--- config.mk ---
export PLATFORM = sky130hd
export DESIGN_NAME = collatz_seq_core
export DESIGN_NICKNAME = d
export VERILOG_FILES = /design/src/rtl/collatz_seq_core.sv
export SDC_FILE = /design/constraint.sdc
export NUM_CORES = 1
export LEC_CHECK = 0
export CAP_MARGIN = 30
export CORE_MARGIN = 5
export CORE_UTILIZATION = 40
export DETAILED_ROUTE_END_ITERATION = 12
export PLACE_DENSITY = 0.67
export SLEW_MARGIN = 20
export SYNTH_ARGS = -nofsm -noshare
export SYNTH_HDL_FRONTEND = slang
export SYNTH_SLANG_ARGS = --single-unit
--- constraint.sdc ---
create_clock -name ap_clk -period 7 [get_ports ap_clk]
set_input_delay 1.75 -clock ap_clk [delete_from_list [all_inputs] [get_ports ap_clk]]
set_output_delay 1.75 -clock ap_clk [all_outputs]
set_load 0.05 [all_outputs]
--- src/rtl/collatz_seq_core.sv ---
//==============================================================================
// Module      : collatz_seq_core
// Description : Collatz sequence engine with an ap_ctrl_hs block handshake.
//               From an accepted start value it iterates n -> n/2 (even) or
//               n -> 3n+1 (odd), one step per clock, until n == 1. It then
//               reports the step count and the peak value reached.
//               Zero input, 3n+1 overflow and the step limit abort the run
//               early and set the matching error flag.
// Ports       : ap_clk     - clock, rising edge
//               ap_rst     - asynchronous active-high reset
//               ap_start   - start request, held by the driver until ap_ready
//               n_in       - start value, sampled when ap_ready = 1
//               ap_ready   - input consumed this cycle
//               ap_idle    - core is idle
//               ap_done    - one-cycle pulse, results valid
//               steps_out  - steps taken to reach 1, or to the abort point
//               peak_out   - largest value seen, start value included
//               err_zero   - start value was 0
//               err_ovf    - 3n+1 did not fit in DATA_W bits
//               err_tmo    - MAX_STEPS reached before n == 1
// Revision    : 1.0 - initial release
//==============================================================================
`default_nettype none

module collatz_seq_core #(
    parameter int DATA_W    = 32,
    parameter int CNT_W     = 16,
    parameter int MAX_STEPS = 1000   // must be < 2**CNT_W
) (
    input  logic              ap_clk,
    input  logic              ap_rst,
    input  logic              ap_start,
    input  logic [DATA_W-1:0] n_in,
    output logic              ap_ready,
    output logic              ap_idle,
    output logic              ap_done,
    output logic [CNT_W-1:0]  steps_out,
    output logic [DATA_W-1:0] peak_out,
    output logic              err_zero,
    output logic              err_ovf,
    output logic              err_tmo
);

    localparam logic [1:0] c_IDLE = 2'd0;
    localparam logic [1:0] c_CALC = 2'd1;
    localparam logic [1:0] c_DONE = 2'd2;

    localparam logic [CNT_W-1:0] c_MAX_STEPS = CNT_W'(MAX_STEPS);

    logic [1:0]        r_state;
    logic [DATA_W-1:0] r_cur;
    logic [DATA_W-1:0] r_peak;
    logic [CNT_W-1:0]  r_steps;
    logic              r_done;
    logic              r_err_zero;
    logic              r_err_ovf;
    logic              r_err_tmo;

    // 3n+1 carried two bits wider than the working register so that any
    // result that does not fit in DATA_W bits is visible in the top bits.
    logic [DATA_W+1:0] w_triple;
    logic              w_triple_ovf;

    assign w_triple     = ({2'b00, r_cur} << 1) + {2'b00, r_cur} + (DATA_W+2)'(1);
    assign w_triple_ovf = |w_triple[DATA_W+1:DATA_W];

    always_ff @(posedge ap_clk or posedge ap_rst) begin
        if (ap_rst) begin
            r_state    <= c_IDLE;
            r_cur      <= '0;
            r_peak     <= '0;
            r_steps    <= '0;
            r_done     <= 1'b0;
            r_err_zero <= 1'b0;
            r_err_ovf  <= 1'b0;
            r_err_tmo  <= 1'b0;
        end else begin
            r_done <= 1'b0;
            case (r_state)
                c_IDLE: begin
                    if (ap_start) begin
                        r_cur      <= n_in;
                        r_peak     <= n_in;
                        r_steps    <= '0;
                        r_err_ovf  <= 1'b0;
                        r_err_tmo  <= 1'b0;
                        if (n_in == '0) begin
                            // Zero never reaches 1; report it immediately.
                            r_err_zero <= 1'b1;
                            r_done     <= 1'b1;
                            r_state    <= c_DONE;
                        end else begin
                            r_err_zero <= 1'b0;
                            r_state    <= c_CALC;
                        end
                    end
                end

                c_CALC: begin
                    // Termination is tested before the step limit so that a
                    // run reaching 1 on exactly MAX_STEPS steps is not an error.
                    if (r_cur == DATA_W'(1)) begin
                        r_done  <= 1'b1;
                        r_state <= c_DONE;
                    end else if (r_steps == c_MAX_STEPS) begin
                        r_err_tmo <= 1'b1;
                        r_done    <= 1'b1;
                        r_state   <= c_DONE;
                    end else if (!r_cur[0]) begin
                        r_cur   <= r_cur >> 1;
                        r_steps <= r_steps + CNT_W'(1);
                    end else if (w_triple_ovf) begin
                        // Abort without committing the failed step.
                        r_err_ovf <= 1'b1;
                        r_done    <= 1'b1;
                        r_state   <= c_DONE;
                    end else begin
                        r_cur   <= w_triple[DATA_W-1:0];
                        r_steps <= r_steps + CNT_W'(1);
                        if (w_triple[DATA_W-1:0] > r_peak) begin
                            r_peak <= w_triple[DATA_W-1:0];
                        end
                    end
                end

                c_DONE: begin
                    r_state <= c_IDLE;
                end

                default: begin
                    r_state <= c_IDLE;
                end
            endcase
        end
    end

    // Ready is combinational on start so a held request is taken in the
    // very first idle cycle, including the one right after DONE.
    assign ap_ready  = (r_state == c_IDLE) & ap_start;
    assign ap_idle   = (r_state == c_IDLE);
    assign ap_done   = r_done;
    assign steps_out = r_steps;
    assign peak_out  = r_peak;
    assign err_zero  = r_err_zero;
    assign err_ovf   = r_err_ovf;
    assign err_tmo   = r_err_tmo;

endmodule

`default_nettype wire

# --- Word-level counts from Yosys, hierarchy flattened ---
# Cells that the tools add are included.
word_totals:
  reg_bits: 86
  output_inout_bits: 54
classes:
  addsub: 3
  magnitude_cmp: 1
  eq_ne: 14
  muxes: 41
  bitwise: 1
  reduce_logical: 11
ops:
  columns: ["op", "count"]
  rows:
  - ["2-to-1 mux 32 bit", 10]
  - ["case mux 32 bit (2 select lines)", 2]
  - ["2-to-1 mux 16 bit", 5]
  - ["adder 33 x 32 -> 34 bit", 1]
  - ["adder 34 x 1 -> 34 bit, second input constant", 1]
  - ["equality test 32 x 1 -> 1 bit, second input constant", 1]
  - ["greater-than comparator 32 bit", 1]
  - ["logical NOT 32 bit", 1]
  - ["case mux 16 bit (2 select lines)", 1]
  - ["adder 16 x 1 -> 16 bit, second input constant", 1]
  - ["equality test 16 x 10 -> 1 bit, second input constant", 1]
  - ["!= test 2 bit, second input constant", 8]
  - ["2-to-1 mux 1 bit", 13]
  - ["2-to-1 mux 2 bit", 6]
  - ["!= test 4 bit, second input constant", 2]
  - ["AND reduction 4 bit", 2]
  - ["AND reduction 7 bit", 1]
  - ["case mux 1 bit (2 select lines)", 3]
  - ["AND reduction 6 bit", 1]
  - ["AND reduction 5 bit", 1]
  - ["case mux 2 bit (2 select lines)", 1]
  - ["!= test 3 bit, second input constant", 1]
  - ["AND reduction 3 bit", 1]
  - ["equality test 2 x 1 -> 1 bit, second input constant", 1]
  - ["5 further kinds", 5]

# --- Depth between registers and ports, before layout ---
# Gate-level depths: netlist (run 1).
logic_depth:
  word_depth: 9
  mapped_depth: 21
  mapped_depth_nobuf: 20

# --- Worst setup path after synthesis (run 1) ---
# No wires, ideal clock.
synth_timing:
  path_kind: "input to output"
  start: "input ap_start"
  end: "output ap_ready"
  t_arrival_ns: 3.050
  slack_ns: 2.200
  cell_stages: 5
  path_buffers: 1
  cell_sequence: "nand2b_1 a21oi_1 nand2_1 inv_1 clkbuf_1"
synth_via:
  elab_chain_len: 1
synth_lines:
  columns: ["item", "line", "source"]
  rows:
  - ["from (decl)", "32", "input logic ap_start,"]
  - ["AND 1 bit", "139", "assign ap_ready = (r_state == c_IDLE) & ap_start;"]
  - ["to (decl)", "34", "output logic ap_ready,"]
# No other way between the ends.

# --- Final worst setup path (run 1) ---
# Ends and elaborated chain as after synthesis.

==> results.md, run 1 <==
- Mapped Nets: 1008
- Top-count cell post-synth: dfrtp_1
- Placed Area: 8580 sq um
- Avg Inst Size Synth: 8.44 sq um
- Crit path DAT: 4310 ps
- Crit path max fanout: 13
- N_diodes: 0
- First-pass GRT wire length: 35600 um
- Pins Over Slew Limit: 0
- Post-synth EDFFs: 0
- Worst setup margin: 936 ps
- Unrepaired setup endpoints after global routing: no
- Worst Setup Start Kind: input pin
- Worst vdd ir: 112 uV
- Die Wd: 147 um
- Peak Freq: 165 MHz
- Cell type with the highest aggregate area in the netlist: dfrtp_1
- DRT Wirelength: 21500 um
- Final core area utilization: 48.0%
- Remaining DRCs: 0
- DR iter-0 viols: 516
- Final worst path period need: 6060 ps
- Synth unique cells: 68
- Commonest cells post-synth: 86 x dfrtp_1, 83 x ha_1, 83 x o21ai_0
- Cell mode on critical path: clkdlybuf4s50_1
- Num CTS Buffers: 9
- Antenna violations before repair: 0
- DIE AREA: 21600 sq um
- Critical Path RT: 5250 ps
- Final RePlAce weighted congestion: 0.923
- Worst-skew pair later-pin latency: 360 ps
- Post-synthesis async set-or-reset flop share: 100%
- HPWL after DPL: 16200 um
- Vias: 6890
- Synth Instances: 889
- Cell Chain, Critical Path: clkdlybuf4s50_1, nand2b_1, a21oi_1, nand2_1, inv_1, clkdlybuf4s50_1
- Flop-to-flop setup slack: 1370 ps
- Skew final: 7.22 ps
- Fin crit share: 86.6%
- Seq/Total Area, Yosys: 28.7%
- Most area-consuming cells after synthesis: dfrtp_1 29%, ha_1 14%, mux2i_1 5.9%
- Seq cells post-synth: 86
- Total negative setup slack: 0 ps
- Initial Util: 40.4%
- Synth warn: 0
- Measured slew at the worst slew-check pin: 850 ps
- Clock Tree Root: clkbuf_16
- Status: finished clean
- Gr usage total: 20.1%
- Hold buffers post-CTS: 0
- Top-area cell type share of the netlist area: 28.7%
- TritonRoute pass-1 iters: 5
- Largest net degree at the start of global routing: 63
- Core Area: 18600 sq um
- Resized Gates After CTS: 0
- Die H: 147 um
- Power per cell area: 168 nW/um^2
- Hold Crit Class: flop to flop
- Top FF cell, synth: dfrtp_1
- Max Cap Violations: 0
- Gr ovfl total: 0
- Via/cell ratio: 5.79
- Vias in the first global route: 6867
- Pre-CTS setup slack: 930 ps
- Reg clk slew, reported paths: 70 ps
- Max stage delay on crit path: 880 ps
- Nets: 1069
- Input/output buffers: 88
- Endpoint type of the worst setup path: primary output
- Antenna Violating Nets Remaining: 0
- Cell area after synthesis: 7510 sq um
- Total clock sinks: 86
- Wire per inst: 18.1 um
- Max-slew headroom: 42.8%
- Final setup fails: 0
- Cell area after layout: 8920 sq um
- CTS tree: done
- Clock Tree Buf Depth: 2
- IO Pins: 89
- H-tree lvl count: 3
- Ratio of cells with drive above 1 in the final layout: 4.40%
- Static Leak: 4.18 nW
- Pwr Total: 0.00150 W
- Setup CP Type: input pin to primary output
- # rows: 50
- # Post-CTS Setup Buffers: 0
- Final hold violation count: 0
- Area delta synth->final: 18.9%
- Slowest cell on the critical path: clkdlybuf4s50_1
-- logic make-up after synthesis --
logic type	after synthesis	synth area share (%)
AND/OR/NAND/NOR	238	15.6
adder cells (fa/ha/maj)	84	14.1
XOR/XNOR	29	3.38
buffers and inverters	128	6.70
multiplexers	56	7.67
flip-flops	86	28.7
AO/OA/AOI/OAI	268	23.9
-- cell type report --
cell class,instances,area (sq um)
fillers,1834,9660
multi-input cells,675,4880
flip-flops and latches,86,2150
repair buffers,96,973
inverters,82,309
well taps,234,293
clock buffers,10,239
clock inverters,6,75.1
-- state kept, by name, indices dropped and copies added, names as in the netlist --
signal / cells
r_state: 2
steps_out: 16
r_cur: 32
ap_done: 1
err_tmo: 1
err_ovf: 1
err_zero: 1
peak_out: 32
-- path summary, 6_finish.rpt --
kind	start	end	cells after the start
setup / recovery	ap_start	ap_ready	6
hold / removal	peak_out[21]$_DFFE_PP0P_	peak_out[21]$_DFFE_PP0P_	1
setup reg to reg	r_cur[0]$_DFFE_PP0P_	peak_out[14]$_DFFE_PP0P_	17
hold reg to reg	peak_out[21]$_DFFE_PP0P_	peak_out[21]$_DFFE_PP0P_	1
max in group asynchronous	ap_rst	r_cur[26]$_DFFE_PP0P_	3
min in group asynchronous	ap_rst	r_cur[5]$_DFFE_PP0P_	2
-- through the flow --
step	hold slack, ps	instances
floorplan	502	889
CTS	529	1188
detailed placement	511	1172
global route	555	1189
global placement	507	1172
finish	531	1189
-- layout by cell type, fill, tap and decap left out, types with 31 or more instances in the layout --
cell type and n:
a21o_1 31, o21ai_0 83, nand2_1 81, inv_1 81, clkdlybuf4s50_1 88, mux2i_1 44, nor2_1 49, ha_1 83
dfrtp_1 86, a21oi_1 54
-- critical path, delay by kind of cell --
family,cells,cell delay [ps]
compound gates,1,460
buf+inv,3,1730
simple gates,2,380
-- report_power, final --
| group | leakage, nW | total, W | internal (W) | switching [W] |
|---|---|---|---|---|
| Sequential | 1.03 | 0.000531 | 0.000515 | 0.0000159 |
| Combinational | 3.00 | 0.000441 | 0.000201 | 0.000240 |
| Clock | 0.152 | 0.000524 | 0.000293 | 0.000231 |
| Total | 4.18 | 0.00150 | 0.00101 | 0.000487 |
-- layer usage --
layer	global-route usage, %	share of wire, %	wire length [um]
met5	0	0	0
met4	5.68	1.8	379
met3	3.49	5.4	1170
met2	34.3	49	10400
met1	26.3	44	9520
No activity file was read; power rests on OpenSTA's default activity.
==> inputs of run 2 (changes only) <==
Settings changed: ABC_AREA from default to 0.
==> results of run 2 <==
Final layout, timing and power as in run 1 (identical DEF).
